### config.mk
export PLATFORM = sky130hd
export DESIGN_NAME = tree_node_loader
export DESIGN_NICKNAME = d
export VERILOG_FILES = /design/src/rtl/tree_node_loader.sv
export SDC_FILE = /design/constraint.sdc
export NUM_CORES = 1
export LEC_CHECK = 0
export BUFFER_PORTS_ARGS = -buffer_cell sky130_fd_sc_hd__buf_2
export CORE_UTILIZATION = 60
export CTS_CLUSTER_DIAMETER = 120
export DETAILED_ROUTE_END_ITERATION = 12
export GPL_TIMING_DRIVEN = 0
export MAX_ROUTING_LAYER = met4
export PLACE_DENSITY = 0.86
export SLEW_MARGIN = 30
export SYNTH_ARGS = -nofsm -noshare
export SYNTH_HDL_FRONTEND = slang
export SYNTH_SLANG_ARGS = --single-unit
### constraint.sdc
create_clock -name clk -period 9.1 [get_ports clk]
set_input_delay 1.82 -clock clk [delete_from_list [all_inputs] [get_ports clk]]
set_output_delay 1.82 -clock clk [all_outputs]
set_load 0.1 [all_outputs]
### src/rtl/tree_node_loader.sv
// Writer side of one tree level's node RAM: takes a byte-serial update frame,
// freezes lookups via update_req/update_gnt, and writes assembled node words.
module tree_node_loader #(
  parameter int NODE_WIDTH = 40,
  parameter int NODE_ADDR  = 6,
  parameter int BYTE_W     = 8,
  parameter int LEVEL_ID   = 3
) (
  input  logic                  clk,
  input  logic                  RSTn,
  input  logic [BYTE_W-1:0]     byte_in,
  input  logic                  byte_valid,
  output logic                  byte_ready,
  output logic                  update_req,
  input  logic                  update_gnt,
  output logic                  mem_we,
  output logic [NODE_ADDR-1:0]  mem_addr,
  output logic [NODE_WIDTH-1:0] mem_din,
  output logic                  busy,
  output logic                  load_done,
  output logic                  load_err
);

  localparam int BPW = NODE_WIDTH / BYTE_W;
  localparam logic [BYTE_W:0] DEPTH = (BYTE_W+1)'(1 << NODE_ADDR);

  typedef enum logic [2:0] {
    IDLE, H_ADDR, H_CNT, REQ, PAYLOAD, WRITE, DRAIN, DONE
  } state_t;

  state_t                state_q, state_d;
  logic [3:0]            level_q, level_d;
  logic [BYTE_W-1:0]     addr_q, addr_d;
  logic [BYTE_W-1:0]     cnt_q, cnt_d;
  logic [NODE_WIDTH-1:0] word_q, word_d;
  logic [3:0]            idx_q, idx_d;
  logic [11:0]           drain_q, drain_d;
  logic                  err_q, err_d;
  logic [NODE_ADDR-1:0]  mem_addr_q, mem_addr_d;
  logic [NODE_WIDTH-1:0] mem_din_q, mem_din_d;

  logic                  ready, req, we, range_bad;
  logic [BYTE_W:0]       end_addr;

  assign end_addr  = {1'b0, addr_q} + {1'b0, byte_in};
  assign range_bad = (addr_q[BYTE_W-1:NODE_ADDR] != '0) || (end_addr > DEPTH);

  always_comb begin
    state_d    = state_q;
    level_d    = level_q;
    addr_d     = addr_q;
    cnt_d      = cnt_q;
    word_d     = word_q;
    idx_d      = idx_q;
    drain_d    = drain_q;
    err_d      = 1'b0;
    mem_addr_d = mem_addr_q;
    mem_din_d  = mem_din_q;
    ready      = 1'b0;
    req        = 1'b0;
    we         = 1'b0;
    case (state_q)
      IDLE: begin
        ready = 1'b1;
        if (byte_valid && byte_in[BYTE_W-1:BYTE_W-4] == 4'hA) begin
          level_d = byte_in[3:0];
          state_d = H_ADDR;
        end
      end
      H_ADDR: begin
        ready = 1'b1;
        if (byte_valid) begin
          addr_d  = byte_in;
          state_d = H_CNT;
        end
      end
      H_CNT: begin
        ready = 1'b1;
        if (byte_valid) begin
          cnt_d   = byte_in;
          drain_d = 12'(byte_in) * 12'(BPW);
          idx_d   = '0;
          // Foreign or rejected frames still have their payload swallowed.
          if (level_q != 4'(LEVEL_ID)) begin
            state_d = (byte_in == '0) ? IDLE : DRAIN;
          end else if (range_bad) begin
            err_d   = 1'b1;
            state_d = (byte_in == '0) ? IDLE : DRAIN;
          end else if (byte_in == '0) begin
            state_d = DONE;
          end else begin
            state_d = REQ;
          end
        end
      end
      REQ: begin
        req = 1'b1;
        if (update_gnt) state_d = PAYLOAD;
      end
      PAYLOAD: begin
        req   = 1'b1;
        ready = update_gnt;
        if (byte_valid && update_gnt) begin
          word_d = {word_q[NODE_WIDTH-BYTE_W-1:0], byte_in};
          if (idx_q == 4'(BPW-1)) begin
            idx_d   = '0;
            state_d = WRITE;
          end else begin
            idx_d = idx_q + 1'b1;
          end
        end
      end
      WRITE: begin
        req = 1'b1;
        if (update_gnt) begin
          we         = 1'b1;
          mem_addr_d = addr_q[NODE_ADDR-1:0];
          mem_din_d  = word_q;
          addr_d     = addr_q + 1'b1;
          cnt_d      = cnt_q - 1'b1;
          state_d    = (cnt_q == 1) ? DONE : PAYLOAD;
        end
      end
      DRAIN: begin
        ready = 1'b1;
        if (byte_valid) begin
          drain_d = drain_q - 1'b1;
          if (drain_q == 12'd1) state_d = IDLE;
        end
      end
      DONE: state_d = IDLE;
      default: state_d = IDLE;
    endcase
  end

  always_ff @(posedge clk) begin
    if (!RSTn) begin
      state_q    <= IDLE;
      level_q    <= '0;
      addr_q     <= '0;
      cnt_q      <= '0;
      word_q     <= '0;
      idx_q      <= '0;
      drain_q    <= '0;
      err_q      <= 1'b0;
      mem_addr_q <= '0;
      mem_din_q  <= '0;
    end else begin
      state_q    <= state_d;
      level_q    <= level_d;
      addr_q     <= addr_d;
      cnt_q      <= cnt_d;
      word_q     <= word_d;
      idx_q      <= idx_d;
      drain_q    <= drain_d;
      err_q      <= err_d;
      mem_addr_q <= mem_addr_d;
      mem_din_q  <= mem_din_d;
    end
  end

  // Outputs are forced low while reset is asserted, not just after the edge.
  assign byte_ready = RSTn & ready;
  assign update_req = RSTn & req;
  assign mem_we     = RSTn & we;
  assign mem_addr   = !RSTn ? '0 : (we ? addr_q[NODE_ADDR-1:0] : mem_addr_q);
  assign mem_din    = !RSTn ? '0 : (we ? word_q : mem_din_q);
  assign busy       = RSTn & (state_q != IDLE);
  assign load_done  = RSTn & (state_q == DONE);
  assign load_err   = RSTn & err_q;

endmodule

==> impl_metrics.ini <==
[cells_and_area]
area_growth_pct = 17.8
drive_above_1_share_pct = 11.4
nNetsFinal = 966
num_antenna_cells = 0

[yosys]
ys_top_cells_by_area = dfxtp_1 (40%), a21oi_1 (13%), nand2_1 (13%)
synth_fa_ha_area_share_pct = 6.19
synth-simple-area-share_pct = 23.9
syn_inst = 842
synth_top_area_share_pct = 40.0
synth-main-ff-cell = dfxtp_1
synth.distinct_cells = 62
yosys.area.top_type = dfxtp_1
synth_compound_area_share_pct = 22.9
synth_top_family_by_area = simple AND/OR/NAND/NOR gates
ys_seq_area_share_pct = 40.0
synth_edf_count = 0
synth_seq_cells = 126
muxShareOfSynthArea_pct = 1.29
syn_area_mm2 = 0.00631
avgSynthCellArea_um2 = 7.49
async_flop_share_pct = 0
synth-xor-area-share_pct = 1.39
synth_nets = 884
yosys_warnings = 0

[drt]
drtAntennaViolNets = 0
wire_per_inst_um = 15.9
drt_first_pass_iters = 5
vias_per_cell = 5.95
route.vias.total = 6389
drt_wl_total_mm = 17.0
drt_iter0_markers = 511
drcViolationCount = 0

[hold_path]
hold_path.class = reg -> reg
holdPathEnd = word_q[34]$_SDFFE_PN0P_
hold_start = word_q[34]$_SDFFE_PN0P_
hold_depth = 2

[critical_path]
path_delay_family = buffers and inverters
startpoint = update_gnt
r2r_start = addr_q[0]$_SDFFE_PN0P_
slowest_stage = clkbuf_1
start_kind = input pin
critPathCaptureType = output port
required_ns = 7.28
timing.rr.end = state_q[2]$_SDFFE_PN0P_
ff2ff_setup_slack_ns = 5.92
path_max_fanout = 10
crit_chain = buf_2, nand2_1, nor3_1, clkbuf_1, clkbuf_1, nand2_1, a21oi_1, buf_2
reg2regPathDepth = 12
cp.arrival_ns = 4.25
crit_type = in -> out
crit_buf_inv = 4
cpPeakStageDelay_ns = 0.51
cp.depth = 8

[flow_run]
cap_violations = 0

[power_and_ir_drop]
ir_drop_mv = 0.185
p_leak_nw = 2.90
powerDensity_mw_per_mm2 = 206

[timing]
finalHoldViolCount = 0
finalSetupViolCount = 0
worst_slew_pin_slew_ns = 0.718
finClkSkew_ns = 0.00964
fin_crit_ns = 6.07
fmax_mhz = 165
period_share_pct = 66.7
slew_violations = 0
fin_setup_tns_ns = 0
fin_ws_ns = 3.03
whs_ns = 0.459
maxSlewHeadroom_pct = 52.2
rsz0062_at_grt = false

[clock_network]
cts_htree_levels = 4
cts_root_buffer = clkbuf_8
cts_tree = yes
post_cts_resize_count = 0
postCtsSetupRepairBufs = 0
cts_sinks = 126
clockBufferDepth = 2
numCtsBuffers = 17
clkTransAtPathRegs_ns = 0.07
cts.hold.buffers_added = 0
clk_latency_ns = 0.54

[global_route]
globalRouteOverflowTotal = 0
grt_pass1_wl_mm = 28.7
grt_pass1_vias = 6024
groute.usage.overall_pct = 33.5
grt_max_degree = 17
antenna_found_initial = 0

[floorplan]
start_util_pct = 61.4
num_io_pins = 64
die_area_mm2 = 0.0109
placementRows = 37
core_area_mm2 = 0.0103
die_y_um = 105
chipWidth_um = 105

[placement]
io_buffers = 63
gp_congestion = 0.956
dp_slack_ns = 3.19
dpl.hpwl_mm = 11.3

[status]
status = complete, no violations
[through the flow]
step	area, um2	power (mW)	utilization, %	instances
global route	7430	1.58	72.3	1073
finish	7430	1.53	72.3	1073
global placement	6790	0.792	66.1	1041
floorplan	6310	0.746	-	842
detailed placement	6790	0.795	66.1	1041
CTS	7430	1.53	72.3	1073
[kinds of logic (layout without fill, tap and decap cells)]
| group | after synthesis | in the layout |
|---|---|---|
| muxes | 8 | 8 |
| buffers and inverters | 70 | 165 |
| DFF | 126 | 126 |
| and+or+nand+nor | 343 | 343 |
| adders and majority gates | 30 | 30 |
| AOI/OAI and AO/OA | 255 | 255 |
| xor gates and xnor gates | 10 | 10 |
[worst min-delay path: cells and delay by family (launching register included)]
family | cells | cell delay (ns)
AND/OR/NAND/NOR | 1 | 0.05
flip-flops | 1 | 0.31
AO/OA/AOI/OAI | 1 | 0.05
[layout by cell type, fill, tap and decap left out, drive strengths merged, types with 4 or more instances in the layout]
cell type  count
and2           5
o22ai          5
mux2i          7
a21oi        168
clkbuf        64
nand3         11
a22oi          4
a211oi         6
nor3b          4
nor2          50
a31oi          4
o21bai         4
and3           5
buf           71
nor2b          5
ha            28
o21ai         35
xnor2          6
nor3           9
nand2b         5
or4            4
nor4           5
bufinv         4
nand4          5
dfxtp        126
xor2           4
inv           24
nand2        216
[synth_stat cells (all sizes together), types with 3 or more instances]
library cell  instances
a211oi                6
a21o                  3
a21oi               168
a221oi                3
a22oi                 4
a31oi                 4
and2                  5
and3                  5
and4                  3
buf                   8
clkbuf               47
dfxtp               126
ha                   28
inv                  15
mux2i                 7
nand2               216
nand2b                5
nand3                11
nand3b                3
nand4                 5
nor2                 50
nor2b                 5
nor3                  9
nor3b                 4
nor4                  5
o21a                  3
o21ai                35
o21bai                4
o22ai                 5
or3b                  3
or4                   4
xnor2                 6
xor2                  4
[registers in the layout, summed over array words and instances, names as in the netlist]
name	flops
mem_din_q	40
word_q	40
drain_q	12
addr_q	8
cnt_q	8
mem_addr_q	6
idx_q	4
level_q	4
state_q	3
err_q	1
[power breakdown]
| part | internal [mW] | switching, mW | total, mW |
|---|---|---|---|
| sequential | 0.564 | 0.0166 | 0.581 |
| clock | 0.456 | 0.285 | 0.741 |
| combinational | 0.0759 | 0.134 | 0.210 |
| total | 1.10 | 0.435 | 1.53 |
[how the worst max path moves through the flow]
stage / endpoint / slack, ns
after floorplan: mem_din[20] / 2.83
after global placement: mem_din[26] / 3.21
after detailed placement: mem_din[26] / 3.19
after CTS: mem_addr[4] / 3.08
after global routing: mem_din[28] / 2.97
final: mem_addr[4] / 3.03
[metal layers]
metal / wire, um / track usage [%] / part of all wire [%]
met2: 7840 / 53.3 / 46
met1: 7250 / 41.8 / 43
met5: 0 / - / 0
met3: 1360 / 6.86 / 8.0
met4: 563 / 13.2 / 3.3
[area by class of cell]
class	count	area, um2
well taps	136	170
multi-input cells	646	3510
flip-flops and latches	126	2520
clock inverters	15	223
plain buffers	55	216
clock buffers	17	414
inverters	15	56.3
fillers	819	2850
repair buffers	63	315
Note: power is estimated with default switching activity, not from simulation.
